## src/rtl/if_prefetch_queue.sv

```systemverilog
// if_prefetch_queue: fetch-PC owner and in-order prefetch queue presenting {pc, pc+4, instr} to IF/ID
module if_prefetch_queue #(
    parameter int          DEPTH    = 4,
    parameter logic [31:0] RESET_PC = 32'h0,
    parameter logic [31:0] NOP      = 32'h00000013
) (
    input  logic                       clk,
    input  logic                       rst,
    output logic                       o_imem_req,
    output logic [31:0]                o_imem_addr,
    input  logic [31:0]                i_imem_rdata,
    input  logic                       i_imem_rvalid,
    input  logic                       i_redirect,
    input  logic [31:0]                i_redirect_pc,
    input  logic                       i_stall,
    output logic                       o_ifid_valid,
    output logic [31:0]                o_ifid_pc,
    output logic [31:0]                o_ifid_npc,
    output logic [31:0]                o_ifid_instr,
    output logic [$clog2(DEPTH+1)-1:0] o_q_count
);
    localparam int AW = $clog2(DEPTH);
    localparam int CW = $clog2(DEPTH + 1);
    logic [31:0]   r_fetch_pc;
    logic [31:0]   r_inflight_pc;
    logic          r_inflight;
    logic [31:0]   r_pc    [DEPTH];
    logic [31:0]   r_instr [DEPTH];
    logic [AW-1:0] r_head;
    logic [AW-1:0] r_tail;
    logic [CW-1:0] r_count;
    logic [CW:0]   w_occ;
    logic          w_push;
    logic          w_pop;
    // the outstanding fetch reserves a slot so a full queue can never be overrun
    always_comb begin
        w_occ        = {1'b0, r_count} + (CW+1)'(r_inflight);
        o_imem_req   = !rst && !i_redirect && (w_occ < (CW+1)'(DEPTH));
        o_imem_addr  = r_fetch_pc;
        w_push       = i_imem_rvalid && r_inflight && !i_redirect;
        o_ifid_valid = r_count != '0;
        w_pop        = o_ifid_valid && !i_stall && !i_redirect;
        o_ifid_pc    = o_ifid_valid ? r_pc[r_head] : 32'h0;
        o_ifid_npc   = o_ifid_pc + 32'd4;
        o_ifid_instr = o_ifid_valid ? r_instr[r_head] : NOP;
        o_q_count    = r_count;
    end
    always_ff @(posedge clk or posedge rst) begin
        if (rst) begin
            r_fetch_pc    <= RESET_PC;
            r_inflight_pc <= 32'h0;
            r_inflight    <= 1'b0;
            r_head        <= '0;
            r_tail        <= '0;
            r_count       <= '0;
        end else begin
            r_inflight    <= o_imem_req;
            r_inflight_pc <= o_imem_req ? r_fetch_pc : r_inflight_pc;
            r_fetch_pc    <= i_redirect ? i_redirect_pc : o_imem_req ? r_fetch_pc + 32'd4 : r_fetch_pc;
            r_head        <= i_redirect ? '0 : r_head + AW'(w_pop);
            r_tail        <= i_redirect ? '0 : r_tail + AW'(w_push);
            r_count       <= i_redirect ? '0 : r_count + CW'(w_push) - CW'(w_pop);
        end
    end
    always_ff @(posedge clk) begin
        if (w_push) begin
            r_pc[r_tail]    <= r_inflight_pc;
            r_instr[r_tail] <= i_imem_rdata;
        end
    end
endmodule

```

## config.mk

```make
export PLATFORM = sky130hd
export DESIGN_NAME = if_prefetch_queue
export DESIGN_NICKNAME = d
export VERILOG_FILES = /design/src/rtl/if_prefetch_queue.sv
export SDC_FILE = /design/constraint.sdc
export NUM_CORES = 1
export LEC_CHECK = 0
export CAP_MARGIN = 5
export CORE_MARGIN = 2
export CORE_UTILIZATION = 59
export DETAILED_ROUTE_END_ITERATION = 12
export GPL_ROUTABILITY_DRIVEN = 0
export PLACE_DENSITY = 0.95
export SYNTH_ARGS = -nofsm -noshare
export SYNTH_HDL_FRONTEND = slang
export SYNTH_SLANG_ARGS = --single-unit
```

## constraint.sdc

```tcl
create_clock -name clk -period 12.8 [get_ports clk]
set_input_delay 1.92 -clock clk [delete_from_list [all_inputs] [get_ports clk]]
set_output_delay 1.92 -clock clk [all_outputs]
set_load 0.02 [all_outputs]
```

After elaboration in Yosys (flattened, before gate mapping)
Memories as Yosys holds them, arrays and structs flattened. Index checks and enable logic that the tools add are counted.

Word-level logic and storage cells: 36. Input bits: 69. Bits in writable memories: 256. Register bits after elaboration: 72. Output and inout bits: 133. Memories: 2.

Add/sub/neg operators: 7. Reduce and logical (&&, ||, !) cells: 11. Muxes and demuxes: 9. $lt $le $gt $ge: 1.

Memory list: r_instr (words 4, width 32, read ports 1, clocked after Yosys merged registers in 0, wr ports 1, line 28) `logic [31:0] r_instr [DEPTH];`; r_pc (words 4, width 32, read ports 1, clocked after Yosys merged registers in 0, wr ports 1, line 27) `logic [31:0] r_pc [DEPTH];`.

Operator list (number): $mux W32 (4); $add A32 B3 Y32 const B (2); $logic_and A1 B1 Y1 (6); $add A2 B1 Y2 (2); $add A3 B1 Y4 (1); $lt A4 B3 Y1 const B (1); $mux W2 (2); $add A3 B1 Y3 (1); $logic_not A1 Y1 (3); $mux W3 (1); $reduce_bool A3 Y1 (1); $sub A3 B1 Y3 (1); $mux W1 (2); $reduce_bool A2 Y1 (1).

Depth between registers and ports, before layout
Depth in word-level cells: 5. Gate-level depth with buffers: 12. Depth with buffers taken out: 11.

Worst setup path after synthesis
Ideal clock, no wire load.

Path kind: input -> register. From: input port i_imem_rvalid. To: memory r_instr[1][0] (enable). Arrival: 6961 ps. Data required time: 12222 ps. Stages: 3. Buffers on the path: 0. Path slack: 5261 ps. Library setup time: 578 ps. Path through: nand2_1 -> or2_2 -> nor3b_1.

Cells in the longest elaborated chain, start to end: 4.

RTL lines: start: declaration (line 12) `input logic i_imem_rvalid,`; $logic_and A1 B1 Y1 (2 in a row) (line 40) `w_push = i_imem_rvalid && r_inflight && !i_redirect;`; $mux W1 (line 66) `if (w_push) begin`; $mux W1 (implied by the code) (line 68) `r_instr[r_tail] <= i_imem_rdata;`; end: declaration (line 28).

No other way between the ends.

Final worst setup path
From: register r_head[1]. To: output port o_ifid_npc[30].

Cells in the longest elaborated chain, start to end: 3.

RTL lines: start: declaration (line 29) `logic [AW-1:0] r_head;`; start signal: assignment (line 60) `r_head <= i_redirect ? '0 : r_head + AW'(w_pop);`; $mem_v2 Z4 W32; $mux W32 (line 43) `o_ifid_pc = o_ifid_valid ? r_pc[r_head] : 32'h0;`; $add A32 B3 Y32 (line 44) `o_ifid_npc = o_ifid_pc + 32'd4;`; end: declaration (line 18) `output logic [31:0] o_ifid_npc,`.

No other way between the ends.

==> impl_results.md <==
- Setup TNS: 0 ns
- Worst Setup End Kind: primary output
- Slew Limit Fails: 0
- DR DRC count: 0
- CTS Buf Count: 31
- Synth Instances: 908
- Sequential fraction of the synthesis area: 0.661
- Drt pass-1 iters: 5
- Status: finished clean
- Final Cycle Share: 0.576
- Clock Skew: 0.00781 ns
- Fin nets: 1187
- # Post-CTS Setup Buffers: 0
- Min Clock Period, post-route: approximately 7.4 ns
- Vias after detailed routing: 8901
- Die W: 160 um
- Starting Density: 0.596
- Yosys synthesis warning count: 0
- First-pass GRT wire length: 50500 um
- Hold EP: r_pc[2][26]
- Logic pwr share: 0.282
- Post-layout util: 0.733
- Die Area: 0.0256 mm2
- Sw Share: 0.296
- DRT antenna net count: 0
- Peak supply drop: 105 uV
- Worst Tran Pin Value: between 1 and 1.5 ns
- Site row count: 57
- Count of cell types in the netlist: 61
- Crit path arrival time: 5.46 ns
- Post-cts gate resize count: 0
- Hpwl dp: 20900 um
- Total wire length: between 30000 and 40000 um
- Vias/cell: about 6.1
- Area delta synth->final: 23.1%
- I/O pin count: 202
- Clk sinks: 328
- Largest net degree at the start of global routing: 80
- CP Max Fanout: 79
- Total power: roughly 3.2 mW
- CTS root buf: clkbuf_16
- Clock transition at the registers of the reported paths: ~0.060 ns
- Post-synthesis cell area: about 0.014 mm2
- Largest delay contributor family on the critical path: buffers and inverters
- DR iter-0 viols: 1005
- Max frequency: 0.136 GHz
- ANT cells: 0
- Die height: 160 um
- Crit path largest cell delay: between 0.8 and 0.9 ns
- Req. time, crit path: 10.88 ns
- Clk Latency, worst-skew pair: 0.54 ns
- CTS Hold Bufs: 0
- Final hold vios: 0
- Power density cells: between 150 and 200 mW/mm2
- Crit path cell chain: buf_4, inv_1, mux4_2, nand4bb_1, nor4_1, nand4_1, xnor2_1, clkdlybuf4s50_1
- Number of synthesized register bits: 328
- Post-Syn Nets: 985
- Leak: 6.04 nW
- Core box area: about 0.024 mm2
- Sequential share of power: 0.430
- Crit Path Class: flop to primary output
- GRT Util Overall: 0.253
- Reg-to-reg startpoint: o_q_count[1]
- HP Start: r_inflight_pc[26]
- Setup violators final: 0
- Async SR Flop Fraction: 0.220
- Layout cells sized above 1: 0.159
- Port buffer count: 201
- Routed wire per std cell: 22.3 um
- H-tree level count: 1
- Gr ovfl total: 0
- Slew headroom: 0.324
- Reg2reg path depth: 7
- Setup crit start: r_head[1]
- Setup repair after global routing missed its margin: no
- Vias in the first global route: 8925
- R2r endpoint: o_imem_addr[26]
- NetSw: roughly 930 uW
- Internal: around 2.2 mW
- Post-synth EDFFs: 256
- Hold crit path type: flop to flop
- Top FF cell, synth: edfxtp_1
- Initial antenna violation count: 0
- Maximum clock insertion buffer count: 3
- Post-Syn Area per Cell: 15.8 um2
- Buffers and inverters on the worst path: 3
- MaxCap Viol Count: 0
- Slowest-stage cell, CP: nor4_1
- Hold Path Stages: 0
- R2R Setup Slk: 10.11 ns
- CTS tree: built
- Critical Path Start Type: flop
- Clock Power Share: 0.288
-- kinds of logic after synthesis --
| logic type | count (synthesis) | synth area share |
|---|---|---|
| adders and majority gates | 8 | 0.00749 |
| AOI/OAI and AO/OA | 71 | 0.0327 |
| xor gates and xnor gates | 56 | 0.0341 |
| and+or+nand+nor | 277 | 0.106 |
| muxes | 113 | 0.140 |
| buffers and inverters | 55 | 0.0190 |
| DFF | 328 | 0.661 |
-- power groups by stage --
stage,Clock (mW),Combinational (mW),Sequential (mW)
after floorplan,0,0.500,1.34
after global placement,0,0.870,1.36
after detailed placement,0,0.887,1.37
after CTS,0.919,0.893,1.35
after global routing,0.965,0.934,1.37
final,0.909,0.888,1.36
-- cells in the final DEF, fill, tap and decap left out, types with 21 or more instances in the layout --
cell type        netlist  layout
and2_1                58      58
nand2_1               86      86
xnor2_1               23      23
mux4_2                61      61
clkdlybuf4s50_1        0     200
nand3_1               28      28
xor2_1                33      33
o21ai_0               34      34
clkbuf_16              0      31
mux2_2                39      39
dfrtp_1               72      70
edfxtp_1             256     256
nor2_1                22      21
-- per-stage QoR --
stage / setup WS [ns] / hold slack (ns) / instances / area (um2)
floorplan: 5.26 / 0.472 / 908 / 14400
finish: 5.42 / 0.518 / 1455 / 17700
global placement: 6.21 / 0.486 / 1401 / 16700
detailed placement: 6.10 / 0.505 / 1401 / 16700
CTS: 5.48 / 0.519 / 1455 / 17700
global route: 5.28 / 0.541 / 1455 / 17700
-- worst max path at each step --
stage                     cells after the start  slack, ns             end
after global routing                          8       5.28  o_ifid_npc[30]
after CTS                                     8       5.48  o_ifid_npc[30]
after floorplan                               3       5.26   r_instr[1][0]
after detailed placement                      8       6.10  o_ifid_npc[30]
final                                         8       5.42  o_ifid_npc[30]
after global placement                        8       6.21  o_ifid_npc[30]
-- layer usage --
layer,routed length (um),up-vias,global-route usage,share of wire
met5,0,-,0,0
met4,1190,0,0.0925,0.037
met3,2990,90,0.0460,0.092
met2,15300,576,0.396,0.47
met1,12900,4360,0.363,0.40
li1,-,3875,-,-
-- cell usage after synthesis (8+ instances only) --
master,instances,share of area
clkbuf_1,18,0.0047
mux4_2,61,0.096
dfrtp_1,72,0.13
nand2_1,86,0.022
xnor2_1,23,0.014
nand4_1,9,0.0039
inv_1,10,0.0026
nor2_1,22,0.0057
mux2i_1,8,0.0056
buf_2,18,0.0063
mux2_2,39,0.031
nor3_1,13,0.0045
edfxtp_1,256,0.54
o21ai_0,34,0.012
and3_1,13,0.0057
o211ai_1,9,0.0047
nand3_1,28,0.0098
xor2_1,33,0.020
and2_1,58,0.025
-- layout make-up --
type	instances	area, um2
sequential	328	9500
fill	1427	6420
inverter	11	43.8
clock buffer	38	802
timing repair buffer	213	2100
clock inverter	16	208
multi-input combinational	525	4630
tap	324	405
-- flip-flops by register name, indices dropped and copies added, names as in the netlist --
signal         cells
o_q_count          3
r_tail             2
r_inflight_pc     32
r_instr          128
r_inflight         1
r_head             2
o_imem_addr       32
r_pc             128
Power figures use the tool's default switching activity.
